--- src/rtl/quantum_int_ctrl.sv ---
`default_nettype none
// ============================================================================
// Module      : quantum_int_ctrl
// Description : Preemption-quantum timer; counts retired instructions and
//               holds an interrupt request with captured return PC until ack.
//               Optional macro QNT_AUTO_RELOAD_EN re-arms from the last quantum.
// Revision    : 1.0 - initial release
// ============================================================================
module quantum_int_ctrl #(
    parameter int DATA_W = 32,
    parameter int QNT_W  = 16
) (
    input  logic              clk,
    input  logic              rst_n,
    input  logic              instrValid_i,
    input  logic              halt_i,
    input  logic              stopQnt_i,
    input  logic              writeI_i,
    input  logic [DATA_W-1:0] writeData_i,
    input  logic [DATA_W-1:0] pc_i,
    output logic              intSig_o,
    output logic [DATA_W-1:0] epc_o,
    output logic [QNT_W-1:0]  qntRemaining_o,
    output logic              armed_o
);

    localparam logic [QNT_W-1:0]  c_QNT_ONE = QNT_W'(1);
    localparam logic [DATA_W-1:0] c_PC_ONE  = DATA_W'(1);

    typedef enum logic [1:0] {
        S_IDLE  = 2'd0,
        S_COUNT = 2'd1,
        S_PEND  = 2'd2
`ifdef QNT_AUTO_RELOAD_EN
        , S_HOLD = 2'd3
`endif
    } state_t;

    state_t             r_state;
    logic [QNT_W-1:0]   r_counter;
    logic [DATA_W-1:0]  r_epc;
    logic               r_int;
    logic               r_armed;
`ifdef QNT_AUTO_RELOAD_EN
    logic [QNT_W-1:0]   r_reload;
`endif

    logic [QNT_W-1:0]   w_load;
    logic               w_load_nz;
    logic               w_dec;
    logic               w_last;

    assign w_load    = writeData_i[QNT_W-1:0];
    assign w_load_nz = |w_load;
    assign w_dec     = instrValid_i & ~halt_i;
    assign w_last    = (r_counter == c_QNT_ONE);

    // Operand bits above the quantum width carry no meaning for the timer.
    generate
        if (DATA_W > QNT_W) begin : g_unused_hi
            logic w_unused_hi;
            assign w_unused_hi = ^writeData_i[DATA_W-1:QNT_W];
        end
    endgenerate

    always_ff @(posedge clk or negedge rst_n) begin
        if (!rst_n) begin
            r_state   <= S_IDLE;
            r_counter <= '0;
            r_epc     <= '0;
            r_int     <= 1'b0;
            r_armed   <= 1'b0;
`ifdef QNT_AUTO_RELOAD_EN
            r_reload  <= '0;
`endif
        end else begin
            case (r_state)
                S_IDLE: begin
                    if (writeI_i && w_load_nz) begin
                        r_counter <= w_load;
`ifdef QNT_AUTO_RELOAD_EN
                        r_reload  <= w_load;
`endif
                        r_state   <= S_COUNT;
                        r_armed   <= 1'b1;
                    end
                end
                S_COUNT: begin
                    if (stopQnt_i) begin
                        r_state <= S_IDLE;
                        r_armed <= 1'b0;
                    end else if (writeI_i) begin
                        if (w_load_nz) begin
                            r_counter <= w_load;
`ifdef QNT_AUTO_RELOAD_EN
                            r_reload  <= w_load;
`endif
                        end else begin
                            r_state <= S_IDLE;
                            r_armed <= 1'b0;
                        end
                    end else if (w_dec) begin
                        r_counter <= r_counter - c_QNT_ONE;
                        if (w_last) begin
                            r_epc   <= pc_i + c_PC_ONE;
                            r_state <= S_PEND;
                            r_int   <= 1'b1;
                            r_armed <= 1'b0;
                        end
                    end
                end
                S_PEND: begin
                    // Level request stays up regardless of halt, retires or writei.
                    if (stopQnt_i) begin
                        r_int <= 1'b0;
`ifdef QNT_AUTO_RELOAD_EN
                        r_counter <= r_reload;
                        r_state   <= S_HOLD;
                        r_armed   <= 1'b1;
`else
                        r_state   <= S_IDLE;
`endif
                    end
                end
`ifdef QNT_AUTO_RELOAD_EN
                S_HOLD: begin
                    // Re-armed but frozen until the OS releases it.
                    if (writeI_i) begin
                        if (w_load_nz) begin
                            r_state <= S_COUNT;
                        end else begin
                            r_state <= S_IDLE;
                            r_armed <= 1'b0;
                        end
                    end else if (stopQnt_i) begin
                        r_state <= S_COUNT;
                    end
                end
`endif
                default: begin
                    r_state <= S_IDLE;
                    r_int   <= 1'b0;
                    r_armed <= 1'b0;
                end
            endcase
        end
    end

    assign intSig_o       = r_int;
    assign epc_o          = r_epc;
    assign qntRemaining_o = r_counter;
    assign armed_o        = r_armed;

endmodule
`default_nettype wire

--- config.mk ---
export PLATFORM = sky130hd
export DESIGN_NAME = quantum_int_ctrl
export DESIGN_NICKNAME = d
export VERILOG_FILES = /design/src/rtl/quantum_int_ctrl.sv
export SDC_FILE = /design/constraint.sdc
export NUM_CORES = 1
export LEC_CHECK = 0
export ABC_CLOCK_PERIOD_IN_PS = 1960
export CAP_MARGIN = 10
export CORE_ASPECT_RATIO = 2
export CORE_MARGIN = 8
export CORE_UTILIZATION = 40
export CTS_CLUSTER_DIAMETER = 80
export CTS_CLUSTER_SIZE = 20
export DETAILED_ROUTE_END_ITERATION = 12
export PLACE_DENSITY = 0.77
export SLEW_MARGIN = 40
export SYNTH_ARGS = -nofsm -noshare
export SYNTH_HDL_FRONTEND = slang
export SYNTH_SLANG_ARGS = --single-unit
export TNS_END_PERCENT = 5
--- constraint.sdc ---
create_clock -name clk -period 1.96 [get_ports clk]
set_clock_uncertainty 0.15 [all_clocks]
set_input_delay 0.294 -clock clk [delete_from_list [all_inputs] [get_ports clk]]
set_output_delay 0.294 -clock clk [all_outputs]
set_load 0.02 [all_outputs]
==> results of run 1 <==
## path summary, 6_finish.rpt
kind	endpoint	cells past startpoint
min in group asynchronous	qntRemaining_o[15]	2
max reg2reg	armed_o	7
min	epc_o[31]	2
max in group asynchronous	qntRemaining_o[1]	3
min reg2reg	epc_o[31]	2
max	armed_o	7
## through the flow
| stage | util (%) | instance area [sq um] |
|---|---|---|
| final | 68.89 | 5197 |
| after global routing | 68.89 | 5197 |
| after CTS | 67.98 | 5129 |
| after detailed placement | 64.68 | 4880 |
| after global placement | 64.68 | 4880 |
| after floorplan | - | 3113 |
## sequential cells by signal, indices dropped and copies added (netlist names)
signal          flops
epc_o              32
armed_o             1
r_state             2
qntRemaining_o     16
intSig_o            1
## synthesized netlist by cell type (2+ instances only)
master / number
nand3_1: 11
o22ai_1: 6
or3_1: 5
a21oi_1: 17
xnor2_1: 16
nor4_2: 2
nor4_4: 3
clkbuf_1: 7
o21ai_1: 38
buf_2: 9
xor2_1: 14
nand2_1: 56
nor4b_1: 3
ha_1: 3
or4_1: 3
dfrtp_1: 52
o2bb2ai_1: 6
nand4_1: 8
o21ai_0: 4
and3_1: 4
nand2b_1: 6
o21a_1: 3
nor4_1: 9
nor2_2: 2
inv_1: 8
a32oi_1: 2
nor3_1: 7
a21o_1: 2
nor2_1: 20
or2_1: 2
## critical path, stage by stage, from the launching register on
cell and delay, ns:
dfrtp_1 0.38, or4_4 0.57, nor4_4 0.14, buf_4 0.19
buf_6 0.10, and4b_2 0.25, o21a_1 0.13, o22ai_1 0.07
## area by class of cell
class / instances / area, sq um / area share, %
clock inverters: 2 / 13.76 / 0.2648
well taps: 94 / 117.6 / 2.263
flip-flops and latches: 52 / 1306 / 25.13
clock buffers: 6 / 138.9 / 2.672
multi-input cells: 271 / 1788 / 34.40
repair buffers: 199 / 1803 / 34.69
inverters: 8 / 30.03 / 0.5778
## power by group through the flow
stage	clock network, W	logic (W)	registers (W)
after floorplan	0	0.000290	0.00138
after global placement	0	0.00104	0.00126
final	0.000924	0.00108	0.00125
after detailed placement	0	0.00106	0.00127
after CTS	0.000959	0.00108	0.00124
after global routing	0.000996	0.00116	0.00126
## repair_timing
action,in CTS,in global routing
pin swaps,12,7
hold buffers,1,0
resized for setup,14,20
setup buffers,2,0
hold endpoints to repair,17,0
endpoints found under the setup margin,48,46
## metal layers
metal | vias up | global-route usage (%)
li1 | 1625 | -
met2 | 114 | 37.80
met4 | 0 | 10.03
met3 | 19 | 5.355
met1 | 1579 | 18.59
met5 | - | 0
## logic make-up after synthesis
logic type / share of synthesized area [%]
flip-flops: 42.40
AND/OR/NAND/NOR: 27.23
multiplexers: 0.3669
AO/OA/AOI/OAI: 16.80
XOR/XNOR: 8.561
buffers and inverters: 3.424
adder cells (fa/ha/maj): 1.223
==> flow_metrics.env, run 1 <==
export IMPL_status="complete, but fails checks"
export IMPL_failed_checks="setup timing"
export IMPL_clk_latency_ns=0.29
export IMPL_h_tree_depth=2
export IMPL_drt_iter0_markers=129
export IMPL_fp_dieW_microns=77.94
export IMPL_via_count=3337
export IMPL_routed_via_density=5.280
export IMPL_wl_met3_microns=622
export IMPL_avgSynthCellArea_sq_um=8.820
export IMPL_syn2layout_area_growth_pct=69.34
export IMPL_clkTransAtPathRegs_ns=0.07
export IMPL_ys_dominant_reg_cell="dfrtp_1"
export IMPL_routed_wl_microns=10750
export IMPL_io_buffers=103
export IMPL_drive_gt1_share_pct=26.77
export IMPL_grt_overflow=0
export IMPL_die_h_microns=139.9
export IMPL_finalMaxSlewViolations=0
export IMPL_drtPass1Iterations=6
export IMPL_synth_distinct_cells=50
export IMPL_stdcell_count=632
export IMPL_p_leak_nw=2.203
export IMPL_period_share_pct=106.6
export IMPL_p_per_area_nw_per_um2=624.1
export IMPL_top_layer_used="met4"
export IMPL_ys_ff_latch=52
export IMPL_hp_class="register to register"
export IMPL_ant_nets=0
export IMPL_pin_count=120
export IMPL_power_total_w=0.003244
export IMPL_syn_inst=348
export IMPL_worst_pin_slew_ns=0.5326
export IMPL_netlist_area_leader_share_pct=42.40
export IMPL_reg2reg_slack_ns=-0.13
export IMPL_slew_headroom_pct=64.17
export IMPL_max_vdd_ir_drop_mv=0.3847
export IMPL_dp_worst_setup_slack_ns=-0.3508
export IMPL_switching_share_pct=31.08
export IMPL_clkPwrFrac_pct=28.5
export IMPL_crit_path_end_kind="register"
export IMPL_synth_seq_area_share_pct=42.40
export IMPL_p_seq_share_pct=38.4
export IMPL_place_congestion=0.8766
export IMPL_finalCriticalPeriod_ns=2.089
export IMPL_crit_path_start="qntRemaining_o[10]"
export IMPL_met1Wirelength_microns=3787
export IMPL_hold_slack_ns=0.3346
export IMPL_critPathKind="register to register"
export IMPL_comb_power_share_pct=33.1
export IMPL_rr_startpoint="qntRemaining_o[10]"
export IMPL_layout_cells_most_common="clkdlybuf4s50_1"
export IMPL_fin_ws_ns=-0.1294
export IMPL_avgRoutedWirePerCell_microns=17.02
export IMPL_grt_pass1_vias=3691
export IMPL_core_sq_um=7545
export IMPL_rows=45
export IMPL_numClockSinks=52
export IMPL_wl_met2_microns=6006
export IMPL_nNetsFinal=610
export IMPL_post_place_cells=621
export IMPL_setup_violations=43
export IMPL_hpwl_microns=8584
export IMPL_start_util_pct=40.68
export IMPL_fin_tns_setup_ns=-3.120
export IMPL_cp_start_kind="register"
export IMPL_arrival_ns=2.11
export IMPL_worstPathRequired_ns=1.98
export IMPL_cp_max_fo=4
export IMPL_clock_path_buffers=2
export IMPL_yosysWarnings=0
export IMPL_die_area_sq_um=10900
export IMPL_grt_antenna_before_repair=0
export IMPL_cts_made_buffers=5
export IMPL_synth_area_sq_um=3069
export IMPL_rsz0062_at_grt="true"
export IMPL_yosysTopAreaCell="dfrtp_1"
export IMPL_grt_max_degree=33
export IMPL_cts_root_buffer_cell="clkbuf_16"
export IMPL_fillCellCount=586
export IMPL_grt_usage_pct=19.97
export IMPL_final_hold_viol_count=0
export IMPL_drv_cap=0
export IMPL_p_int_w=0.002236
export IMPL_grt_pass1_wl_microns=17610
export IMPL_antenna_cells=0
export IMPL_drc=0
export IMPL_hold_start="epc_o[31]"
export IMPL_async_reset_ff_share_pct=100.0
export IMPL_fmax_ghz=0.4786
export IMPL_syn_nets=421
export IMPL_netSwitchingPower_w=0.001008
export IMPL_synth_area_leaders="dfrtp_1 (42%), nand2_1 (6.8%), o21ai_1 (6.2%), xnor2_1 (4.6%), xor2_1 (4.0%)"
export IMPL_cts_tree="built"
export IMPL_synth_edf_count=0
export IMPL_layout_common_cells="clkdlybuf4s50_1 (97), buf_4 (91), nand2_1 (50)"
No activity file was read; power rests on OpenSTA's default activity.
==> inputs of run 2 (changes only) <==
--- a/config.mk
+++ b/config.mk
@@ -7,13 +7,16 @@
 export LEC_CHECK = 0
 export ABC_CLOCK_PERIOD_IN_PS = 1960
 export CAP_MARGIN = 10
+export CELL_PAD_IN_SITES_DETAIL_PLACEMENT = 1
+export CELL_PAD_IN_SITES_GLOBAL_PLACEMENT = 2
 export CORE_ASPECT_RATIO = 2
 export CORE_MARGIN = 8
-export CORE_UTILIZATION = 40
+export CORE_UTILIZATION = 23
+export CTS_BUF_LIST = sky130_fd_sc_hd__clkbuf_8
 export CTS_CLUSTER_DIAMETER = 80
 export CTS_CLUSTER_SIZE = 20
 export DETAILED_ROUTE_END_ITERATION = 12
-export PLACE_DENSITY = 0.77
+export PLACE_DENSITY_LB_ADDON = 0.1
 export SLEW_MARGIN = 40
 export SYNTH_ARGS = -nofsm -noshare
 export SYNTH_HDL_FRONTEND = slang
==> run 2 against run 1 <==
Worst hold slack got worse by 0.14 ns. Critical path type unchanged. First-iteration DRC count decreased by 23%. Final cell count increased by 11%. Sequential cell count unchanged. Highest routed layer unchanged. The run still ends with setup timing left. Worst setup slack got worse by 0.11 ns.
==> flow_metrics.env, run 2 (synthesis gave the netlist of run 1 again) <==
export IMPL_stdcell_count=700
export IMPL_nNetsFinal=617
export IMPL_arrival_ns=2.26
export IMPL_h_tree_depth=2
export IMPL_netSwitchingPower_w=0.001003
export IMPL_crit_buf_inv=3
export IMPL_cp_slowest_cell="or4_4"
export IMPL_routed_wl_microns=12640
export IMPL_hpwl_microns=9222
export IMPL_antenna_cells=0
export IMPL_slew_headroom_pct=72.67
export IMPL_avgRoutedWirePerCell_microns=18.06
export IMPL_layout_cells_most_common="clkdlybuf4s50_1"
export IMPL_comb_power_share_pct=35.0
export IMPL_start_util_pct=23.23
export IMPL_worstPathRequired_ns=2.02
export IMPL_grt_max_degree=63
export IMPL_final_area_sq_um=5458
export IMPL_grt_usage_pct=13.20
export IMPL_r2r_end="epc_o[14]"
export IMPL_postPlaceCellArea_sq_um=4994
export IMPL_fin_ws_ns=-0.2419
export IMPL_cp_top_family="simple AND/OR/NAND/NOR gates"
export IMPL_max_vdd_ir_drop_mv=0.4188
export IMPL_pin_count=120
export IMPL_routed_via_density=4.879
export IMPL_cts_made_buffers=5
export IMPL_finalCriticalPeriod_ns=2.202
export IMPL_clk_latency_ns=0.31
export IMPL_hold_slack_ns=0.1946
export IMPL_hp_class="input port to async pin"
export IMPL_p_leak_nw=2.281
export IMPL_status="complete, but fails checks"
export IMPL_drc=0
export IMPL_cts_tree="built"
export IMPL_critPathKind="register to register"
export IMPL_period_share_pct=112.3
export IMPL_grt_antenna_before_repair=0
export IMPL_reg2reg_depth=8
export IMPL_fmax_ghz=0.4541
export IMPL_largest_reg_flops=32
export IMPL_cpPeakStageDelay_ns=0.58
export IMPL_via_count=3415
export IMPL_post_place_cells=682
export IMPL_grt_overflow=0
export IMPL_crit_path_end_kind="register"
export IMPL_layout_common_cells="clkdlybuf4s50_1 (98), buf_4 (91), dfrtp_1 (48)"
export IMPL_reg2reg_slack_ns=-0.24
export IMPL_clkTransAtPathRegs_ns=0.10
export IMPL_syn2layout_area_growth_pct=77.82
export IMPL_dp_worst_setup_slack_ns=-0.5018
export IMPL_numClockSinks=52
export IMPL_power_total_w=0.003104
export IMPL_die_area_sq_um=17520
export IMPL_io_buffers=103
export IMPL_grt_pass1_vias=3746
export IMPL_switching_share_pct=32.31
export IMPL_clkPwrFrac_pct=24.7
export IMPL_drv_cap=0
export IMPL_worst_pin_slew_ns=0.4049
export IMPL_place_congestion=0.8496
export IMPL_path_cells="or4_4, nor4_4, buf_4, nand4_4, buf_12, clkbuf_16, nand2_2, o21ai_2"
export IMPL_die_h_microns=179.4
export IMPL_rows=60
export IMPL_drt_iter0_markers=99
export IMPL_rr_startpoint="qntRemaining_o[9]"
export IMPL_failed_checks="setup timing"
export IMPL_ant_nets=0
export IMPL_grt_pass1_wl_microns=19040
export IMPL_finalMaxSlewViolations=0
export IMPL_setup_violations=43
export IMPL_cts_root_buffer_cell="clkbuf_8"
export IMPL_drtPass1Iterations=4
export IMPL_drive_gt1_share_pct=32.48
export IMPL_rsz0062_at_grt="true"
export IMPL_p_seq_share_pct=40.3
export IMPL_cp_max_fo=8
export IMPL_p_int_w=0.002101
export IMPL_core_sq_um=13210
export IMPL_p_per_area_nw_per_um2=568.8
export IMPL_final_hold_viol_count=0
export IMPL_cp_start_kind="register"
export IMPL_fp_dieW_microns=97.69
export IMPL_clock_path_buffers=2
run 2: cell count changes in the layout (fill, tap and decap cells not counted), moves of 2 or more:
cell	change
dlymetal6s2s_1	-2
o21ai_1	-15
nand3_2	-2
clkbuf_8	+4
nand2_1	-16
clkbuf_16	-2
buf_12	+2
o21ai_2	+14
buf_6	+2
nand2_4	+5
nand3_1	+2
nand2_2	+11
run 2: through the flow:
| step | utilization [%] | setup TNS (ns) |
|---|---|---|
| final | 41.31 | -7.834 |
| after global placement | 37.79 | -14.14 |
| after floorplan | - | -3.064 |
| after detailed placement | 37.79 | -15.22 |
| after global routing | 41.31 | -10.51 |
| after CTS | 39.05 | -6.511 |
run 2: layer usage:
metal | vias to the layer above | track usage [%] | wire length (microns) | part of all wire (%)
met1 | 1692 | 15.20 | 5441 | 43
met2 | 72 | 23.44 | 6446 | 51
met4 | 0 | 3.878 | 162 | 1.3
met3 | 12 | 3.303 | 590 | 4.7
li1 | 1639 | - | - | -
met5 | - | 0 | 0 | 0
run 2: what timing repair did:
item,in CTS,in global routing
buffers inserted,1,2
resized for setup,10,47
cloned,0,6
pin swaps,3,16
hold endpoints to repair,27,0
endpoints found under the setup margin,48,49
hold buffers,1,0
run 2: area by class of cell:
class	count	area [sq um]
clock buffers	5	68.82
clock inverters	3	38.79
fillers	1517	7755
inverters	8	30.03
multi-input cells	271	1886
flip-flops and latches	52	1306
well taps	155	193.9
repair buffers	206	1934
run 2: worst max-delay path by stage:
| stage | slack [ns] | to | cells past startpoint | startpoint |
|---|---|---|---|---|
| global route | -0.30 | epc_o[0] | 8 | qntRemaining_o[9] |
| detailed placement | -0.50 | epc_o[23] | 9 | pc_i[6] |
| floorplan | -0.11 | qntRemaining_o[15] | 6 | qntRemaining_o[1] |
| global placement | -0.42 | qntRemaining_o[8] | 8 | writeData_i[3] |
| finish | -0.24 | epc_o[14] | 8 | qntRemaining_o[9] |
| CTS | -0.21 | epc_o[22] | 6 | qntRemaining_o[11] |
run 2: power by group through the flow:
stage | sequential [W] | combinational (W) | clock, W
final | 0.00125 | 0.00109 | 0.000767
after floorplan | 0.00138 | 0.000290 | 0
after detailed placement | 0.00127 | 0.00108 | 0
after global routing | 0.00126 | 0.00118 | 0.000844
after global placement | 0.00126 | 0.00106 | 0
after CTS | 0.00125 | 0.00109 | 0.000813
